**src/rtl/rand_seq_scheduler.sv**
```systemverilog
// rand_seq_scheduler: round-robin sharing of one 3-bit pseudo-random
// sequence generator between two burst requesters.
module rand_seq_scheduler #(
    parameter int STEP_DIV = 1
) (
    input  logic       clk,
    input  logic       clr,
    input  logic [1:0] req,
    input  logic [1:0] mode,
    input  logic [2:0] len0,
    input  logic [2:0] len1,
    output logic [1:0] gnt,
    output logic [2:0] q,
    output logic [2:0] qbar,
    output logic       vld,
    output logic       owner,
    output logic       done,
    output logic       busy
);

    typedef enum logic {
        IDLE = 1'b0,
        RUN  = 1'b1
    } state_t;

    localparam logic [3:0] DIV_LAST = 4'(STEP_DIV - 1);

    state_t     state_q, state_d;
    logic       rr_q, rr_d;
    logic [2:0] step_q, step_d;
    logic [3:0] div_q, div_d;
    logic [2:0] len_q, len_d;
    logic       mode_q, mode_d;
    logic [1:0] gnt_q, gnt_d;
    logic [2:0] q_q, q_d;
    logic       vld_q, vld_d;
    logic       done_q, done_d;
    logic       owner_q, owner_d;
    logic       busy_q, busy_d;

    logic       win;
    logic [2:0] win_len;
    logic       win_mode;

    function automatic logic [2:0] next_a(input logic [2:0] v);
        logic [2:0] r;
        case (v)
            3'd0:    r = 3'd4;
            3'd4:    r = 3'd7;
            3'd7:    r = 3'd2;
            3'd2:    r = 3'd3;
            3'd3:    r = 3'd0;
            default: r = 3'd0;
        endcase
        return r;
    endfunction

    function automatic logic [2:0] next_b(input logic [2:0] v);
        logic [2:0] r;
        case (v)
            3'd1:    r = 3'd4;
            3'd4:    r = 3'd3;
            3'd3:    r = 3'd5;
            3'd5:    r = 3'd7;
            3'd7:    r = 3'd6;
            3'd6:    r = 3'd2;
            3'd2:    r = 3'd1;
            default: r = 3'd1;
        endcase
        return r;
    endfunction

    // Contention goes to the rr pointer; a lone requester always wins.
    assign win      = (req == 2'b11) ? rr_q : req[1];
    assign win_len  = win ? len1 : len0;
    assign win_mode = mode[win];

    assign gnt   = gnt_q;
    assign q     = q_q;
    assign qbar  = ~q_q;
    assign vld   = vld_q;
    assign done  = done_q;
    assign owner = owner_q;
    assign busy  = busy_q;

    // Next-state and datapath: grant, step, complete or abort a burst.
    always_comb begin
        state_d = state_q;
        rr_d    = rr_q;
        step_d  = step_q;
        div_d   = div_q;
        len_d   = len_q;
        mode_d  = mode_q;
        gnt_d   = gnt_q;
        q_d     = q_q;
        owner_d = owner_q;
        busy_d  = busy_q;
        vld_d   = 1'b0;
        done_d  = 1'b0;
        case (state_q)
            IDLE: begin
                if (busy_q) begin
                    // Cycle after done: release grant, forcing one idle cycle.
                    gnt_d  = 2'b00;
                    busy_d = 1'b0;
                    rr_d   = ~owner_q;
                end else if (|req) begin
                    gnt_d   = win ? 2'b10 : 2'b01;
                    owner_d = win;
                    busy_d  = 1'b1;
                    mode_d  = win_mode;
                    len_d   = win_len;
                    q_d     = win_mode ? 3'd1 : 3'd0;
                    vld_d   = 1'b1;
                    step_d  = 3'd0;
                    div_d   = 4'd0;
                    if (win_len == 3'd0) begin
                        done_d = 1'b1;
                    end else begin
                        state_d = RUN;
                    end
                end
            end
            RUN: begin
                if (!req[owner_q]) begin
                    state_d = IDLE;
                    gnt_d   = 2'b00;
                    busy_d  = 1'b0;
                    rr_d    = ~owner_q;
                end else if (div_q == DIV_LAST) begin
                    div_d  = 4'd0;
                    q_d    = mode_q ? next_b(q_q) : next_a(q_q);
                    vld_d  = 1'b1;
                    step_d = step_q + 3'd1;
                    if (step_q + 3'd1 == len_q) begin
                        done_d  = 1'b1;
                        state_d = IDLE;
                    end
                end else begin
                    div_d = div_q + 4'd1;
                end
            end
            default: state_d = IDLE;
        endcase
    end

    // State and output registers, cleared asynchronously by clr.
    always_ff @(posedge clk or negedge clr) begin
        if (!clr) begin
            state_q <= IDLE;
            rr_q    <= 1'b0;
            step_q  <= 3'd0;
            div_q   <= 4'd0;
            len_q   <= 3'd0;
            mode_q  <= 1'b0;
            gnt_q   <= 2'b00;
            q_q     <= 3'd0;
            vld_q   <= 1'b0;
            done_q  <= 1'b0;
            owner_q <= 1'b0;
            busy_q  <= 1'b0;
        end else begin
            state_q <= state_d;
            rr_q    <= rr_d;
            step_q  <= step_d;
            div_q   <= div_d;
            len_q   <= len_d;
            mode_q  <= mode_d;
            gnt_q   <= gnt_d;
            q_q     <= q_d;
            vld_q   <= vld_d;
            done_q  <= done_d;
            owner_q <= owner_d;
            busy_q  <= busy_d;
        end
    end

endmodule

```
**config.mk**
```make
export PLATFORM = sky130hd
export DESIGN_NAME = rand_seq_scheduler
export DESIGN_NICKNAME = d
export VERILOG_FILES = /design/src/rtl/rand_seq_scheduler.sv
export SDC_FILE = /design/constraint.sdc
export NUM_CORES = 1
export LEC_CHECK = 0
export ABC_AREA = 0
export CAP_MARGIN = 10
export CORE_MARGIN = 5
export CORE_UTILIZATION = 50
export DETAILED_ROUTE_END_ITERATION = 12
export PLACE_DENSITY_LB_ADDON = 0.05
export SKIP_LAST_GASP = 1
export SYNTH_ARGS = -nofsm -noshare
export SYNTH_HDL_FRONTEND = slang
export SYNTH_SLANG_ARGS = --single-unit
```
**constraint.sdc**
```tcl
create_clock -name clk -period 2.2 [get_ports clk]
set_input_delay 0.55 -clock clk [delete_from_list [all_inputs] [get_ports clk]]
set_output_delay 0.55 -clock clk [all_outputs]
set_load 0.01 [all_outputs]
```
# After elaboration in Yosys (flattened, before gate mapping)
# Cells that the tools add are included.
# totals
register_bits	22
input_bits	12
output_inout_bits	12
# classes
add_sub_neg	2
magnitude_cmp	2
eq_ne	16
mux	54
n_bitwise	4
n_reduce_logical	9
# ops
operator	n
2-to-1 mux 3 bit	10
2-to-1 mux 1 bit	25
case mux 3 bit (6 select lines)	1
2-to-1 mux 4 bit	4
== test 3 bit, second input constant	4
case mux 3 bit (2 select lines)	2
case mux 3 bit (4 select lines)	1
case mux 1 bit (2 select lines)	5
2-to-1 mux 2 bit	4
inequality test 2 bit, second input constant	4
case mux 4 bit (2 select lines)	1
== test 3 x 2 -> 1 bit, second input constant	2
zero test 3 bit	2
AND reduction 3 bit	2
adder 4 x 1 -> 4 bit, second input constant	1
zero test 4 bit	1
< comparator 1 x 2 -> 1 bit, second input constant	2
inequality test 2 x 1 -> 1 bit, second input constant	2
case mux 2 bit (2 select lines)	1
AND reduction 2 bit	2
AND reduction 4 bit	1
adder 3 x 1 -> 3 bit, second input constant	1
== test 3 x 1 -> 1 bit, second input constant	1
== test 3 bit	1
5 further kinds	7

# Depth between registers and ports, before layout
# logic_depth
depth_word	8
ltp_mapped	7

# Worst setup path after synthesis
# Ideal clock, no wire load.
# synth_path
path_type	reg2reg
start	register div_q[0]
end	register step_q[2]
arrival_time_ps	1452
t_required_ps	2076
setup_slack_ps	625
path_stages_with_launch	7
synth_period_minus_slack_ps	1575
path_cell_list	dfrtp_1 -> inv_1 -> ha_1 -> nor3b_4 -> nand3_4 -> and2_4 -> a211o_1
# synth_between
elab_chain_cells	3
# synth_lines
item	line_no	source
start: declaration	31	logic [3:0] div_q, div_d;
start signal: assignment	166	div_q <= div_d;
zero test 4 bit	130	end else if (div_q == DIV_LAST) begin
inequality test 2 x 1 -> 1 bit (no line)	-	
AND reduction 4 bit (no line)	-	
end signal: assignment	165	step_q <= step_d;
end: declaration	30	logic [2:0] step_q, step_d;
# Every way passes these cells.
# A chain may end at the register's enable or synchronous reset.

# Final worst setup path
# layout_path
start	register q_q[0] (netlist: q[0])
end	output port qbar[0]
# layout_between
elab_chain_cells	1
# layout_lines
item	line_no	source
start: declaration	35	logic [2:0] q_q, q_d;
start signal: assignment	170	q_q <= q_d;
inverter 3 bit	80	assign qbar = ~q_q;
end: declaration	14	output logic [2:0] qbar,
# Every way passes these cells.

==> metrics.csv <==
metric;value;unit
via count;980;
Synth area leaders;dfrtp_1 46%, o21ai_0 5.9%, mux2i_1 4.2%;
global placer's final weighted congestion;0.846;
layout cells sized above 1;0.132;
area share of the largest cell type after synthesis;0.461;
Seq/Total Area, Yosys;0.461;
status;completed;
largest net degree at the start of global routing;23;
H-tree Lvls;1;
cell with the most instances after synthesis;dfrtp_1;
Syn Std Cell Area;1190;um2
Layout Nets;161;
CTS clk-pin slew, worst paths;0.11;ns
WP data arrival;1.42;ns
hpwl dp;1.85;mm
Die H;58.9;um
P_leak;0.653;nW
Setup violations, final;0;
CP Max Fanout;8;
CTS Buf Count;3;
via/cell ratio;5.70;
Area after DPL;1480;um2
Worst Path Class, Setup;reg2out;
vias in the first global route;892;
worst vdd rail ir drop;0.687;mV
DRC Markers;0;
GRT Total Usage;0.151;
MaxCap Viol Count;0;
clock root buffer master;clkbuf_4;
per-cell routed wire length;13.7;um
initial core utilization;0.530;
1st-iter DRT viols;24;
fin crit period;1.97;ns
port bufs;23;
GRT overflow;0;
Slew headroom;0.690;
setup TNS;0;ns
die area;3470;um2
critical path's slowest cell;clkdlybuf4s50_1;
Placed Cells;169;
clk sink count;22;
chip width;58.9;um
WHS;0.513;ns
CP max stage delay;0.54;ns
IO Pins;24;
PwrDens;1190;nW/um2
initial antenna violation count;0;
CTS tree;done;
antenna cell count;0;
area delta synth->final;25.4;%
met1 wire length;1.13;mm
fin cells;172;
Yosys warning total;0;
top post-synthesis cells by count;22 x dfrtp_1, 14 x o21ai_0, 9 x nand2_1, 7 x inv_1;
met2 routed WL;1.06;mm
post-synth cell types;41;
Final Max Slew Viols;0;
Seq cells post-synth;22;
postcts setup bufs;0;
syn_area_per_cell;10.2;um2
skew final;0.00327;ns
Required @ worst endpoint;1.65;ns
Core Box Area;2250;um2
Syn Inst Count;117;
Post-synth EDFFs;0;
clk buf depth;2;
Antenna Violating Nets Remaining;0;
Syn Nets;132;
num rows;17;
crit path launch type;flop;
ys flop type;dfrtp_1;
Worst Setup End Kind;primary output;
HP Class;reg2reg;
worst skew pair latency;0.29;ns
Top Metal Used;met4;
first-pass GRT wire length;4.05;mm
DR pass1 iterations;4;
fraction of registers with async set/reset;1.00;
FMAX;0.507;GHz
post-route cell area;1500;um2
critical path cell sequence;inv_1 -> clkdlybuf4s50_1;
hold buffer count at cts;0;
met3 WL;149;um
slew of the pin with the lowest slew margin;0.466;ns
RSZ-0062 raised after global routing;no;
final hold vios;0;
leading area contributor after synthesis;dfrtp_1;
Final period util;0.897;
post-cts sizing count;0;
final WL;2.35;mm
stage by stage:
step	utilization	setup slack [ns]	total power, mW
global placement	0.655	0.131	1.60
floorplan	-	0.625	1.27
finish	0.665	0.226	1.79
global route	0.665	0.136	1.93
CTS	0.665	0.219	1.81
detailed placement	0.655	0.0911	1.63
cell usage in the layout (no fill, tap or decap), types with 4 or more instances in the layout:
| master | Yosys | layout |
|---|---|---|
| a21oi_1 | 4 | 4 |
| nand2_1 | 9 | 9 |
| clkdlybuf4s50_1 | 0 | 23 |
| buf_4 | 0 | 4 |
| inv_1 | 7 | 7 |
| nor3_1 | 5 | 5 |
| mux2i_1 | 5 | 5 |
| dfrtp_1 | 22 | 22 |
| o21ai_0 | 14 | 14 |
| a32o_1 | 4 | 4 |
per-layer routing:
metal,vias up,GRT usage
met4,0,0.0518
met5,-,0
met2,23,0.238
met1,468,0.202
li1,487,-
met3,2,0.0351
logic make-up (layout without fill, tap and decap cells):
group / Yosys count / after routing / share of synthesized area
AO/OA/AOI/OAI: 37 / 37 / 0.215
AND/OR/NAND/NOR: 34 / 34 / 0.173
flip-flops: 22 / 22 / 0.461
buffers and inverters: 11 / 38 / 0.0366
multiplexers: 6 / 6 / 0.0544
XOR/XNOR: 4 / 4 / 0.0293
adder cells (fa/ha/maj): 3 / 3 / 0.0314
registers in the layout, summed over array words and instances, names as in the netlist:
register / count
vld: 1
len_q: 3
mode_q: 1
owner: 1
gnt: 2
state_q: 1
done: 1
busy: 1
q: 3
div_q: 4
rr_q: 1
step_q: 3
worst max-delay path, delay by kind of cell, from the launching register on:
kind     cells  cell delay, ns
flops        1            0.47
buf+inv      2            0.66
path summary, 6_finish.rpt:
| kind | end | slack, ns | start | depth (start not counted) |
|---|---|---|---|---|
| max | qbar[0] | 0.23 | q[0] | 2 |
| min | len_q[2] | 0.51 | len_q[2] | 2 |
| max reg2reg | step_q[2] | 0.45 | div_q[0] | 6 |
| min reg2reg | len_q[2] | 0.51 | len_q[2] | 2 |
| max in group asynchronous | rr_q | 1.40 | clr | 2 |
| min in group asynchronous | step_q[2] | 0.59 | clr | 2 |
report_power, final:
part | total, mW | switching [mW] | internal, mW
combinational | 0.898 | 0.426 | 0.471
clock | 0.173 | 0.109 | 0.0636
sequential | 0.718 | 0.172 | 0.545
area by class of cell:
type                       count  area [um2]
fill                         193         756
timing repair buffer          27         260
clock buffer                   3        22.5
inverter                       8        30.0
tap                           28        35.0
multi-input combinational     84         601
sequential                    22         551
Note: power is estimated with default switching activity, not from simulation.
